==> src/rtl/uart_tx_arbiter_if.sv <==
// Byte-requester and uart_tx handshake bundle for uart_tx_arbiter.
// The arbiter connects through the slave modport; requesters/uart_tx drive the master side.
interface uart_tx_arbiter_if #(
    parameter int NREQ = 4
);
    logic [NREQ-1:0]   req_valid_i;
    logic [8*NREQ-1:0] req_data_i;
    logic [NREQ-1:0]   req_ready_o;
    logic [7:0]        tx_din_o;
    logic              tx_start_o;
    logic              tx_done_i;
    logic [NREQ-1:0]   grant_o;
    logic              busy_o;
    logic              timeout_o;

    modport slave (
        input  req_valid_i, req_data_i, tx_done_i,
        output req_ready_o, tx_din_o, tx_start_o, grant_o, busy_o, timeout_o
    );

    modport master (
        output req_valid_i, req_data_i, tx_done_i,
        input  req_ready_o, tx_din_o, tx_start_o, grant_o, busy_o, timeout_o
    );
endinterface

==> src/rtl/uart_tx_arbiter.sv <==
// Round-robin arbiter feeding bytes from NREQ requesters into a single uart_tx.
// Define UART_TX_ARB_TIMEOUT_EN to abandon a frame whose tx_done never arrives.
module uart_tx_arbiter #(
    parameter int NREQ        = 4,
    parameter int TIMEOUT_CYC = 2_000_000
) (
    input logic               clk,
    input logic               rst_ni,
    uart_tx_arbiter_if.slave  bus
);

    localparam int IW = (NREQ > 1) ? $clog2(NREQ) : 1;

    typedef enum logic [1:0] {
        S_IDLE  = 2'd0,
        S_START = 2'd1,
        S_WAIT  = 2'd2
    } state_t;

    state_t          state_q, state_d;
    logic [IW-1:0]   last_q;
    logic [IW-1:0]   win_idx;
    logic            win_found;
    logic [NREQ-1:0] ready;
    logic [NREQ-1:0] grant_q;
    logic [7:0]      din_q;
    logic [7:0]      win_byte;
    logic            accept;
    logic            timeout_hit;

    if (NREQ < 2 || NREQ > 8) begin : g_bad_nreq
        $error("uart_tx_arbiter: NREQ must be 2..8");
    end
    if (TIMEOUT_CYC < 2) begin : g_bad_timeout
        $error("uart_tx_arbiter: TIMEOUT_CYC must be at least 2");
    end

    // Search starts one past the previous owner and wraps, so the last owner is tried last.
    always_comb begin
        logic [IW-1:0] cand;
        win_found = 1'b0;
        win_idx   = last_q;
        cand      = '0;
        for (int unsigned i = 1; i <= NREQ; i++) begin
            cand = IW'((32'(last_q) + i) % NREQ);
            if (!win_found && bus.req_valid_i[cand]) begin
                win_found = 1'b1;
                win_idx   = cand;
            end
        end
    end

    always_comb begin
        win_byte = '0;
        for (int unsigned k = 0; k < NREQ; k++) begin
            if (IW'(k) == win_idx) begin
                win_byte = bus.req_data_i[8*k +: 8];
            end
        end
    end

    always_comb begin
        ready = '0;
        if (state_q == S_IDLE && rst_ni && win_found) begin
            ready[win_idx] = 1'b1;
        end
    end

    assign accept = |(ready & bus.req_valid_i);

`ifdef UART_TX_ARB_TIMEOUT_EN
    logic [31:0] cnt_q;
    logic        timeout_q;

    assign timeout_hit = (state_q == S_WAIT) && !bus.tx_done_i
                         && (cnt_q == 32'(TIMEOUT_CYC - 1));

    always_ff @(posedge clk) begin
        if (!rst_ni) begin
            cnt_q     <= '0;
            timeout_q <= 1'b0;
        end else begin
            timeout_q <= timeout_hit;
            if (state_q == S_START) begin
                cnt_q <= '0;
            end else if (state_q == S_WAIT) begin
                cnt_q <= cnt_q + 32'd1;
            end
        end
    end

    assign bus.timeout_o = timeout_q;
`else
    assign timeout_hit   = 1'b0;
    assign bus.timeout_o = 1'b0;
`endif

    always_comb begin
        state_d = state_q;
        case (state_q)
            S_IDLE:  if (accept) state_d = S_START;
            S_START: state_d = S_WAIT;
            S_WAIT:  if (bus.tx_done_i || timeout_hit) state_d = S_IDLE;
            default: state_d = S_IDLE;
        endcase
    end

    always_ff @(posedge clk) begin
        if (!rst_ni) begin
            state_q <= S_IDLE;
            last_q  <= IW'(NREQ - 1);
            grant_q <= '0;
            din_q   <= '0;
        end else begin
            state_q <= state_d;
            if (accept) begin
                din_q   <= win_byte;
                grant_q <= ready;
                last_q  <= win_idx;
            end else if (state_q == S_WAIT && state_d == S_IDLE) begin
                grant_q <= '0;
            end
        end
    end

    assign bus.req_ready_o = ready;
    assign bus.tx_din_o    = din_q;
    assign bus.tx_start_o  = (state_q == S_START);
    assign bus.grant_o     = grant_q;
    assign bus.busy_o      = (state_q != S_IDLE);

endmodule

==> src/flat_wrapper.sv <==
// flat-port wrapper written by rule: the top's interface ports become plain ports
module uart_tx_arbiter_flat 
#(
    parameter int NREQ        = 4,
    parameter int TIMEOUT_CYC = 2_000_000
)
  (clk, rst_ni, bus_req_valid_i, bus_req_data_i, bus_tx_done_i, bus_req_ready_o, bus_tx_din_o, bus_tx_start_o, bus_grant_o, bus_busy_o, bus_timeout_o);
  uart_tx_arbiter_if #(.NREQ(NREQ)) bus_i ();
  input logic clk;
  input logic rst_ni;
  input wire logic [$bits(bus_i.req_valid_i)-1:0] bus_req_valid_i;
  input wire logic [$bits(bus_i.req_data_i)-1:0] bus_req_data_i;
  input wire logic [$bits(bus_i.tx_done_i)-1:0] bus_tx_done_i;
  output wire logic [$bits(bus_i.req_ready_o)-1:0] bus_req_ready_o;
  output wire logic [$bits(bus_i.tx_din_o)-1:0] bus_tx_din_o;
  output wire logic [$bits(bus_i.tx_start_o)-1:0] bus_tx_start_o;
  output wire logic [$bits(bus_i.grant_o)-1:0] bus_grant_o;
  output wire logic [$bits(bus_i.busy_o)-1:0] bus_busy_o;
  output wire logic [$bits(bus_i.timeout_o)-1:0] bus_timeout_o;
  assign bus_i.req_valid_i = bus_req_valid_i;
  assign bus_i.req_data_i = bus_req_data_i;
  assign bus_i.tx_done_i = bus_tx_done_i;
  assign bus_req_ready_o = bus_i.req_ready_o;
  assign bus_tx_din_o = bus_i.tx_din_o;
  assign bus_tx_start_o = bus_i.tx_start_o;
  assign bus_grant_o = bus_i.grant_o;
  assign bus_busy_o = bus_i.busy_o;
  assign bus_timeout_o = bus_i.timeout_o;
  uart_tx_arbiter #(.NREQ(NREQ), .TIMEOUT_CYC(TIMEOUT_CYC)) u_core (.clk(clk), .rst_ni(rst_ni), .bus(bus_i));
endmodule
==> config.mk <==
export PLATFORM = sky130hd
export DESIGN_NAME = uart_tx_arbiter_flat
export DESIGN_NICKNAME = d
export VERILOG_FILES = /design/src/rtl/uart_tx_arbiter_if.sv /design/src/rtl/uart_tx_arbiter.sv /design/src/flat_wrapper.sv
export SDC_FILE = /design/constraint.sdc
export NUM_CORES = 1
export LEC_CHECK = 0
export CAP_MARGIN = 10
export CORE_MARGIN = 2
export CORE_UTILIZATION = 25
export DETAILED_ROUTE_END_ITERATION = 6
export GPL_TIMING_DRIVEN = 0
export SETUP_SLACK_MARGIN = 0.15
export SLEW_MARGIN = 5
export SYNTH_ARGS = -nofsm -noshare
export SYNTH_HDL_FRONTEND = slang
export SYNTH_SLANG_ARGS = --single-unit
==> constraint.sdc <==
create_clock -name clk -period 1.5 [get_ports clk]
set_input_delay 0.3 -clock clk [delete_from_list [all_inputs] [get_ports clk]]
set_output_delay 0.3 -clock clk [all_outputs]
set_load 0.01 [all_outputs]
==> results of run 1 <==
## placed cells by master (no fill, tap or decap), types with 8 or more instances in the layout
cell,n
buf_4,15
dfxtp_1,12
buf_6,13
o21a_1,10
dlygate4sd2_1,12
buf_2,8
clkdlybuf4s50_1,33
a211oi_2,13
## power groups by stage
stage	clock (mW)	combinational, mW	sequential, mW
after global placement	0	0.653	0.524
after detailed placement	0	0.661	0.524
after floorplan	0	0.349	0.541
after global routing	0.426	0.856	0.521
after CTS	0.410	0.752	0.513
final	0.413	0.800	0.516
## critical path: cells and delay by family, from the launching register on
kind	cells	cell delay, ps
AO/OA/AOI/OAI	1	60
buffers and inverters	3	320
flip-flops	1	320
AND/OR/NAND/NOR	3	540
## metrics by stage
stage	cells	area [um2]	setup WS [ps]
2_1_floorplan	115	1100	-2.76
3_3_place_gp	221	1720	-1080
3_5_place_dp	221	1720	-1100
4_1_cts	243	1960	-309
5_1_grt	248	2040	-346
6_report	248	2040	-298
## timing repair
action | in CTS | in global routing
buffers inserted | 16 | 5
hold buffers | 0 | 0
cloned | 2 | 0
pin swaps | 19 | 17
endpoints found under the setup margin | 32 | 20
gates resized for setup | 75 | 12
## layout make-up
class	count	area (um2)
Fill cell	347	1900
Multi-Input combinational cell	89	781
Timing Repair Buffer	79	718
Sequential cell	16	325
Buffer	9	87.6
Tap cell	50	62.6
Clock buffer	4	55.1
Inverter	1	11.3
## cell families (layout without fill, tap and decap cells)
group                  count (synthesis)  in the layout  synth area share, %
buffers and inverters                 10             93                 6.44
flip-flops                            16             16                 31.7
multiplexers                           3              3                 2.97
other                                  1              1                0.371
AND/OR/NAND/NOR                       37             37                 21.6
AO/OA/AOI/OAI                         48             48                 36.9
## flip-flops by register name (all words and copies together), names as in the netlist
signal               flops
u_core.bus.grant_o       4
u_core.bus.tx_din_o      8
u_core.last_q            2
u_core.state_q           2
## final timing paths
kind / cells past startpoint / end / slack (ps) / startpoint
worst min register to register: 2 / u_core.bus.tx_din_o[3]$_SDFFE_PN0P_ / 470 / u_core.bus.tx_din_o[3]$_SDFFE_PN0P_
worst max-delay path: 7 / bus_req_ready_o[0] / -300 / u_core.state_q[1]$_SDFF_PN0_
worst max register to register: 9 / u_core.bus.tx_din_o[6]$_SDFFE_PN0P_ / -190 / u_core.state_q[1]$_SDFF_PN0_
worst min-delay path: 2 / u_core.bus.tx_din_o[3]$_SDFFE_PN0P_ / 470 / u_core.bus.tx_din_o[3]$_SDFFE_PN0P_
## routing by layer
layer / up-vias / routed length [um] / GRT usage, %
met5: - / 0 / 0
met1: 537 / 1520 / 18.3
met4: 0 / 57 / 5.10
li1: 597 / - / -
met3: 9 / 254 / 3.83
met2: 49 / 1760 / 27.1
==> metrics.txt, run 1 <==
Initial Utilization 25.6%; Area growth syn-to-layout 102%; site row count 23; share of the synthesized area in the top cell type 31.7%; DRT iter0 DRCs 42; Worst EP arrival 1500 ps; #FFs+latches synth 16; net switching power 0.568 mW; Cell Chain, Critical Path or2_4, or2_1, buf_6, inv_8, o21ai_4, nor2_2, buf_2; clk sink count 16; status complete, but fails checks; first-pass GRT wire length 5350 um; H-tree depth 1; routed wire length 3600 um; Mapped Cells 115; CP max-delay cell dfxtp_2; Lkg Pwr 0.846 nW; vias in the first global route 1138; final max-slew violation count 0; top post-synthesis cells by count a211oi_1 (16), dfxtp_1 (16), o21a_1 (10); Clock Latency Late Sink 260 ps; routed len/inst 14.5 um; Async S/R FF share, synth 0%; Die ar. 4560 um2; WP data required 1200 ps; worst stage delay on the critical path 320 ps; fin worst setup slack -298 ps; synthesized area per cell 8.78 um2; PD cells 847 nW/um2; CTS tree built; GP Congestion 0.729; Highest Clock Rate 556 MHz; Seq/Total Area, Yosys 31.7%; Clock Path Buffers 2; Num CTS Buffers 3; Die Y 67.6 um; # port buffers 56; max_cap viols 0; estimated wirelength of the detail-placed design 2410 um; unrepaired setup endpoints after global routing yes; Final nets 238; Sw Share 32.8%; I/O pin cnt 58; gr ovfl total 0; Seq pwr share 29.8%; failing checks setup timing; share of layout cells above drive strength 1 42.9%; routed vias/inst 4.81; Hold Slack 466 ps; core area 3940 um2; area leader, netlist dfxtp_1; residual DRC count 0; pin count of the biggest net entering global routing 11; Setup crit end kind primary output; post-layout util 51.8%; CTS Root Cell clkbuf_8; Clock Pin Slew Worst Setup and Hold Paths 80 ps; Clock Power Share 23.9%; Die X 67.6 um; Final Setup Violations 17; via count 1192; DR pass1 iterations 4; mapped cell area 1010 um2; Cell variety after synth 35; ANT cells 0; Ys Warns 0; Synth Net Count 154; Peak VDD IR 0.363 mV; antenna viol nets, final 0; clk_skew 5.94 ps; Comb pwr share 46.3%; min cycle time layout 1800 ps; Startpoint Class flop; Fin Setup TNS -2440 ps; Most used DFF post-synth dfxtp_1; Pint 1.16 mW; GRT Overall Usage 15.5%; antenna violations before repair 0; Crit Path Max Fanout 4; top cells by area, synth dfxtp_1 (32%), a211oi_1 (12%), o21a_1 (7.4%); number of flops mapped to enable cells by yosys 0; worst hold path type flop to flop; final hold vios 0; Crit Path Category flop to primary output; Pwr Total 1.73 mW; crit share post-route 120%
Note: power is estimated with default switching activity, not from simulation.
==> run 2: changes to the inputs <==
--- a/config.mk
+++ b/config.mk
@@ -5,12 +5,13 @@
 export SDC_FILE = /design/constraint.sdc
 export NUM_CORES = 1
 export LEC_CHECK = 0
+export ABC_AREA = 1
 export CAP_MARGIN = 10
 export CORE_MARGIN = 2
-export CORE_UTILIZATION = 25
+export CORE_UTILIZATION = 37
 export DETAILED_ROUTE_END_ITERATION = 6
 export GPL_TIMING_DRIVEN = 0
-export SETUP_SLACK_MARGIN = 0.15
+export PLACE_DENSITY = 0.76
 export SLEW_MARGIN = 5
 export SYNTH_ARGS = -nofsm -noshare
 export SYNTH_HDL_FRONTEND = slang
==> metrics.txt, run 2 <==
Async S/R FF share, synth 0% (unchanged); I/O pin cnt 58 (unchanged); worst hold path type flop to flop; Multi-input gate area 1050 um2 (+34%); GRT Overall Usage 26.1% (+11 points); CTS Root Cell clkbuf_4; Worst R2R Start u_core.last_q[0]$_SDFFE_PN1P_; Initial Utilization 38.0% (+12 points); number of buffers and inverters on the critical path 6 (+3); Crit Path Max Fanout 4 (unchanged); Clock Path Buffers 2 (unchanged); pin count of the biggest net entering global routing 11 (unchanged); unrepaired setup endpoints after global routing yes; H-tree depth 1 (unchanged); Top delay family on crit path buffers and inverters; leading cell type in the layout, fill and taps excluded nand2_1; Clock Latency Late Sink 290 ps (+30 ps); residual DRC count 0 (unchanged); GP Congestion 0.826 (+13%); core area 3310 um2 (-16%); area leader, netlist dfxtp_1; vias in the first global route 1748 (+54%); antenna viol nets, final 0 (unchanged); CP max-delay cell clkdlybuf4s50_1; Setup crit end kind primary output; failing checks setup timing; Final nets 351 (+47%); Synth Net Count 248 (+61%); antenna violations before repair 0 (unchanged); Ys Warns 0 (unchanged); routed vias/inst 4.87 (+1.3%); Worst Hold Launch u_core.bus.grant_o[0]$_SDFFE_PN0P_; Die X 62.3 um (-7.8%); first-pass GRT wire length 8080 um (+51%); Hold Slack 490 ps (+23.7 ps); final hold vios 0 (unchanged); Area growth syn-to-layout 111%; DRT iter0 DRCs 83 (+98%); Filler Cell Count 232 (-33%); Cell variety after synth 24 (-31%); mapped cell area 1260 um2 (+25%); Clock Pin Slew Worst Setup and Hold Paths 90 ps (about the same); WHS Path Cells 2 (unchanged); Die Y 62.3 um (-7.8%); Startpoint Class primary input; status complete, but fails checks; max_cap viols 0 (unchanged); number of flops mapped to enable cells by yosys 0 (unchanged); Worst R2R Setup Slack -630 ps (-440 ps); reg2reg end u_core.bus.tx_din_o[1]$_SDFFE_PN0P_; Final Setup Violations 19 (+2); Fin Setup TNS -10170 ps (-7730 ps); final max-slew violation count 0 (unchanged); WP data required 1200 ps (about the same); Most used DFF post-synth dfxtp_1; # port buffers 56 (unchanged); ANT cells 0 (unchanged); placed instance area 2000 um2 (+16%); Cell Chain, Critical Path clkdlybuf4s50_1, nand2_1, nand2_1, nand2_1, nand2_2, nor2_4, buf_6, nand3_4, nand2_4, buf_6, buf_8, a21oi_4, nand2_4, inv_2, buf_6; routed wire length 5150 um (+43%); share of layout cells above drive strength 1 43.1% (+0.16 points); CTS tree built; gr ovfl total 0 (unchanged); Register Area 330 um2 (+1.5%); fin worst setup slack -847 ps (-548 ps); max FFs per register 8 (unchanged); Final Instance Area 2660 um2 (+30%); Die ar. 3880 um2 (-15%); synthesized area per cell 6.02 um2 (-31%); WHS Endpoint u_core.bus.grant_o[0]$_SDFFE_PN0P_; crit share post-route 156% (+37 points); Crit Path Category primary input to primary output; Worst EP arrival 2050 ps (+550 ps); DR pass1 iterations 4 (unchanged); min cycle time layout 2350 ps (+548 ps); Num CTS Buffers 3 (unchanged); clk_skew 1.49 ps (-4.45 ps); Highest Clock Rate 426 MHz (-23%); Mapped Cells 209 (+82%); worst stage delay on the critical path 490 ps (+170 ps); routed len/inst 14.4 um (-0.59%); Place WS -1270 ps (-174 ps); estimated wirelength of the detail-placed design 2750 um (+14%); most frequent cell after synthesis nand2_1; top cells by area, synth dfxtp_1 (25%), nand2_1 (19%), nand3_1 (13%); top post-synthesis cells by count nand2_1 (65), nand3_1 (32), inv_1 (29); share of the synthesized area in the top cell type 25.5% (-6.2 points); most frequent cells in the layout nand2_1 (37), clkdlybuf4s50_1 (36), buf_4 (32), inv_1 (25), nand3_1 (21); worst reg-to-reg path cell count 16 (+7); Seq/Total Area, Yosys 25.5% (-6.2 points); site row count 21 (-8.7%); via count 1739 (+46%); clk sink count 16 (unchanged); #FFs+latches synth 16 (unchanged)
## run 2: changes by cell type in the layout (fill, tap and decap cells not counted), moves of 7 or more
cell	change
nand2_4	+19
inv_1	+25
nand2_2	+15
o21a_1	-9
nand2_1	+34
a211oi_2	-13
nand3_1	+16
nor2_1	+15
nand3_2	+10
dlymetal6s2s_1	+9
buf_2	-7
buf_4	+17
## run 2: cells by family (layout without fill, tap and decap cells)
group                  after synthesis  after routing  synth area share [%]
AND/OR/NAND/NOR                    135            135                  51.9
AO/OA/AOI/OAI                       16             16                  7.76
buffers and inverters               41            143                  14.5
flip-flops                          16             16                  25.5
other                                1              1                 0.298
## run 2: cell type report
class	count	share of cell area, %
plain buffers	6	2.92
clock buffers	4	1.37
inverters	34	5.46
multi-input cells	152	39.4
flip-flops and latches	16	12.4
well taps	46	2.17
repair buffers	99	36.3
## run 2: what timing repair did
action                     in CTS  in global routing
setup endpoints to repair      22                 28
resized for setup              83                 32
hold buffers                    0                  0
pin swaps                      28                 18
hold endpoints to repair        0                  0
gates cloned                    1                  0
buffers inserted               35                 12
## run 2: worst max-delay path by stage
stage	start	to	slack, ps	cells after the start
detailed placement	bus_req_valid_i[3]	bus_req_ready_o[3]	-1270	14
CTS	u_core.last_q[0]$_SDFFE_PN1P_	bus_req_ready_o[2]	-760	13
floorplan	u_core.last_q[0]$_SDFFE_PN1P_	bus_req_ready_o[0]	-280	13
global route	u_core.last_q[0]$_SDFFE_PN1P_	bus_req_ready_o[3]	-950	13
finish	bus_req_valid_i[1]	bus_req_ready_o[2]	-850	15
global placement	bus_req_valid_i[3]	bus_req_ready_o[0]	-1270	13
## run 2: through the flow
step                      util (%)  cells
final                         80.3    357
after global routing          80.3    357
after CTS                     75.9    350
after detailed placement      60.4    311
after global placement        60.4    311
after floorplan                  -    209
## run 2: metal layers
metal | global-route usage (%) | wire (um) | vias up
met5 | 0 | 0 | -
met4 | 6.67 | 119 | 0
met3 | 5.43 | 297 | 12
met2 | 49.7 | 2720 | 72
met1 | 29.2 | 2020 | 797
li1 | - | - | 858
## run 2: worst register-to-register path, cell delays in order (launching register included)
cell     delay [ps]
dfxtp_4         400
buf_6           140
buf_4           140
buf_4           150
a21oi_4         150
a21oi_4          50
o21ai_4          60
nand3_4         120
nand2_4         130
buf_8           120
buf_6           110
buf_6           130
o21ai_1          70
nand3_1          80
nand3_1          70
nand2_1          70
inv_1            40
Power of run 2 is left out: the tool's default activity adds up to more than one toggle a clock period on the data nets, which glitch-free logic cannot reach.
==> run 3: changes to the inputs <==
--- a/config.mk
+++ b/config.mk
@@ -5,12 +5,12 @@
 export SDC_FILE = /design/constraint.sdc
 export NUM_CORES = 1
 export LEC_CHECK = 0
-export ABC_AREA = 1
+export ABC_AREA = 0
 export CAP_MARGIN = 10
 export CORE_MARGIN = 2
-export CORE_UTILIZATION = 37
+export CORE_UTILIZATION = 34
 export DETAILED_ROUTE_END_ITERATION = 6
-export GPL_TIMING_DRIVEN = 0
+export GPL_TIMING_DRIVEN = 1
 export PLACE_DENSITY = 0.76
 export SLEW_MARGIN = 5
 export SYNTH_ARGS = -nofsm -noshare
==> metrics.txt, run 3 (synthesis gave the netlist of run 1 again) <==
status complete, but fails checks; failing checks setup timing; Final nets 232 (-34%); min cycle time layout 1800 ps (-544 ps); leading cell type in the layout, fill and taps excluded clkdlybuf4s50_1; max_cap viols 0 (unchanged); Die X 58.5 um (-6.1%); layer with the highest usage met2; Worst EP arrival 1500 ps (-550 ps); Cell Chain, Critical Path dlygate4sd2_1, o41ai_2, or2_4, clkinv_4, o21ai_4, nor2_2, buf_2; Clock Latency Late Sink 290 ps (about the same); CP startpoint bus_req_valid_i[0]; estimated wirelength of the detail-placed design 2560 um (-6.6%); Hold Slack 485 ps (-4.15 ps); Clock Path Buffers 2 (unchanged); most frequent cells in the layout clkdlybuf4s50_1 (34), a211oi_2 (16), buf_4 (15), dfxtp_1 (13), dlymetal6s2s_1 (11); Filler Cell Count 211 (-9.1%); share of layout cells above drive strength 1 40.6% (-2.5 points); H-tree depth 1 (unchanged); clk sink count 16 (unchanged); via count 1226 (-29%); Num CTS Buffers 3 (unchanged); worst reg-to-reg path cell count 9 (-7); DR pass1 iterations 4 (unchanged); gr ovfl total 0 (unchanged); final max-slew violation count 0 (unchanged); CTS Root Cell clkbuf_4; hold_buf cts 0 (unchanged); Area growth syn-to-layout 95.4%; max FFs per register 8 (unchanged); CTS tree built; Clock Pin Slew Worst Setup and Hold Paths 100 ps (about the same); ANT cells 0 (unchanged); met3 GRT Util 3.08% (-2.4 points); Fin Setup TNS -2020 ps (+8150 ps); Crit Path Category primary input to primary output; reg2reg end u_core.bus.tx_din_o[0]$_SDFFE_PN0P_; GR Util met1 28.5% (-0.74 points); antenna viol nets, final 0 (unchanged); CP max-delay cell o41ai_2; number of buffers and inverters on the critical path 3 (-3); Final Setup Violations 14 (-5); first-pass GRT wire length 5690 um (-30%); crit share post-route 120% (-36 points); Peak VDD IR 0.603 mV; Worst R2R Setup Slack -140 ps (+490 ps); Die Y 58.5 um (-6.1%); Setup crit end kind primary output; Worst R2R Start u_core.last_q[0]$_SDFFE_PN1P_; Final Instance Area 1970 um2 (-26%); I/O pin cnt 58 (unchanged); residual DRC count 0 (unchanged); CP endpoint bus_req_ready_o[1]; placed cell count 214 (-31%); unrepaired setup endpoints after global routing yes; placed instance area 1720 um2 (-14%); routed vias/inst 5.50 (+13%); routed len/inst 16.6 um (+15%); Pwr Total 1.59 mW; vias in the first global route 1259 (-28%); GRT met2 Usage 36.3% (-13 points); non-filler instance count after layout 223 (-38%); PD cells 806 nW/um2; antenna violations before repair 0 (unchanged); worst hold path type flop to flop; fin worst setup slack -303 ps (+544 ps); DRT iter0 DRCs 51 (-39%); Startpoint Class primary input; Crit path depth 7 (-8); Top delay family on crit path buffers and inverters; Initial Utilization 36.3% (-1.7 points); Die ar. 3420 um2 (-12%); Lkg Pwr 0.931 nW; worst stage delay on the critical path 360 ps (-130 ps); GP Congestion 0.786 (-4.8%); Highest Clock Rate 555 MHz (+30%); core area 2780 um2 (-16%); clk_skew 8.47 ps (+6.98 ps); final hold vios 0 (unchanged); # port buffers 56 (unchanged); pin count of the biggest net entering global routing 16 (+5); site row count 19 (-9.5%); Crit Path Max Fanout 4 (unchanged); WP data required 1200 ps (about the same); GRT Overall Usage 21.5% (-4.6 points); routed wire length 3700 um (-28%)
[run 3: cell types whose count changed in the layout (fill, tap and decap cells not counted), moves of 16 or more]
cell and change:
a211oi_2 +16, nand2_1 -34, nand3_1 -16, buf_4 -17, nand2_4 -19, inv_1 -25
[run 3: how the worst min path moves through the flow]
stage / start / endpoint / slack [ps] / depth (start not counted)
floorplan: rst_ni / u_core.bus.grant_o[0]$_SDFFE_PN0P_ / 430 / 1
global placement: u_core.bus.tx_din_o[7]$_SDFFE_PN0P_ / u_core.bus.tx_din_o[7]$_SDFFE_PN0P_ / 470 / 2
detailed placement: u_core.bus.tx_din_o[0]$_SDFFE_PN0P_ / u_core.bus.tx_din_o[0]$_SDFFE_PN0P_ / 480 / 2
CTS: u_core.bus.tx_din_o[7]$_SDFFE_PN0P_ / u_core.bus.tx_din_o[7]$_SDFFE_PN0P_ / 480 / 2
global route: u_core.bus.tx_din_o[3]$_SDFFE_PN0P_ / u_core.bus.tx_din_o[3]$_SDFFE_PN0P_ / 520 / 2
finish: u_core.bus.tx_din_o[7]$_SDFFE_PN0P_ / u_core.bus.tx_din_o[7]$_SDFFE_PN0P_ / 490 / 2
[run 3: stage by stage]
stage | util, % | setup slack, ps
global placement | 62.0 | -881
finish | 70.9 | -303
floorplan | - | -3.38
detailed placement | 62.0 | -924
global route | 70.9 | -350
CTS | 68.0 | -282
[run 3: tightest hold or removal path, delay by kind of cell (launching register included)]
kind,cells,cell delay (ps)
AO/OA/AOI/OAI,1,60
flip-flops,1,320
AND/OR/NAND/NOR,1,70
[run 3: layout make-up]
class / instances / area (um2) / area share [%]
flip-flops and latches: 16 / 324 / 16.4
multi-input cells: 89 / 776 / 39.3
repair buffers: 82 / 790 / 40.0
inverters: 1 / 8.76 / 0.444
well taps: 31 / 38.8 / 1.97
clock buffers: 4 / 36.3 / 1.84
[run 3: layer usage]
layer	part of all wire, %	up-vias
li1	-	584
met1	43	583
met2	50	53
met3	6.4	6
met4	1.2	0
met5	0	-
[run 3: what timing repair did]
| action | 4_1_cts | 5_1_grt |
|---|---|---|
| endpoints found under the setup margin | 20 | 30 |
| resized for setup | 53 | 34 |
| endpoints found under the hold margin | 0 | 0 |
| buffers inserted | 6 | 1 |
| pin swaps | 14 | 25 |
| cloned | 0 | 0 |
[run 3: report_power, final]
part           internal, mW  leakage (nW)  switching [mW]
logic                 0.424         0.778           0.357
clock network         0.148        0.0210           0.144
registers             0.482         0.132          0.0357
total                  1.05         0.931           0.537
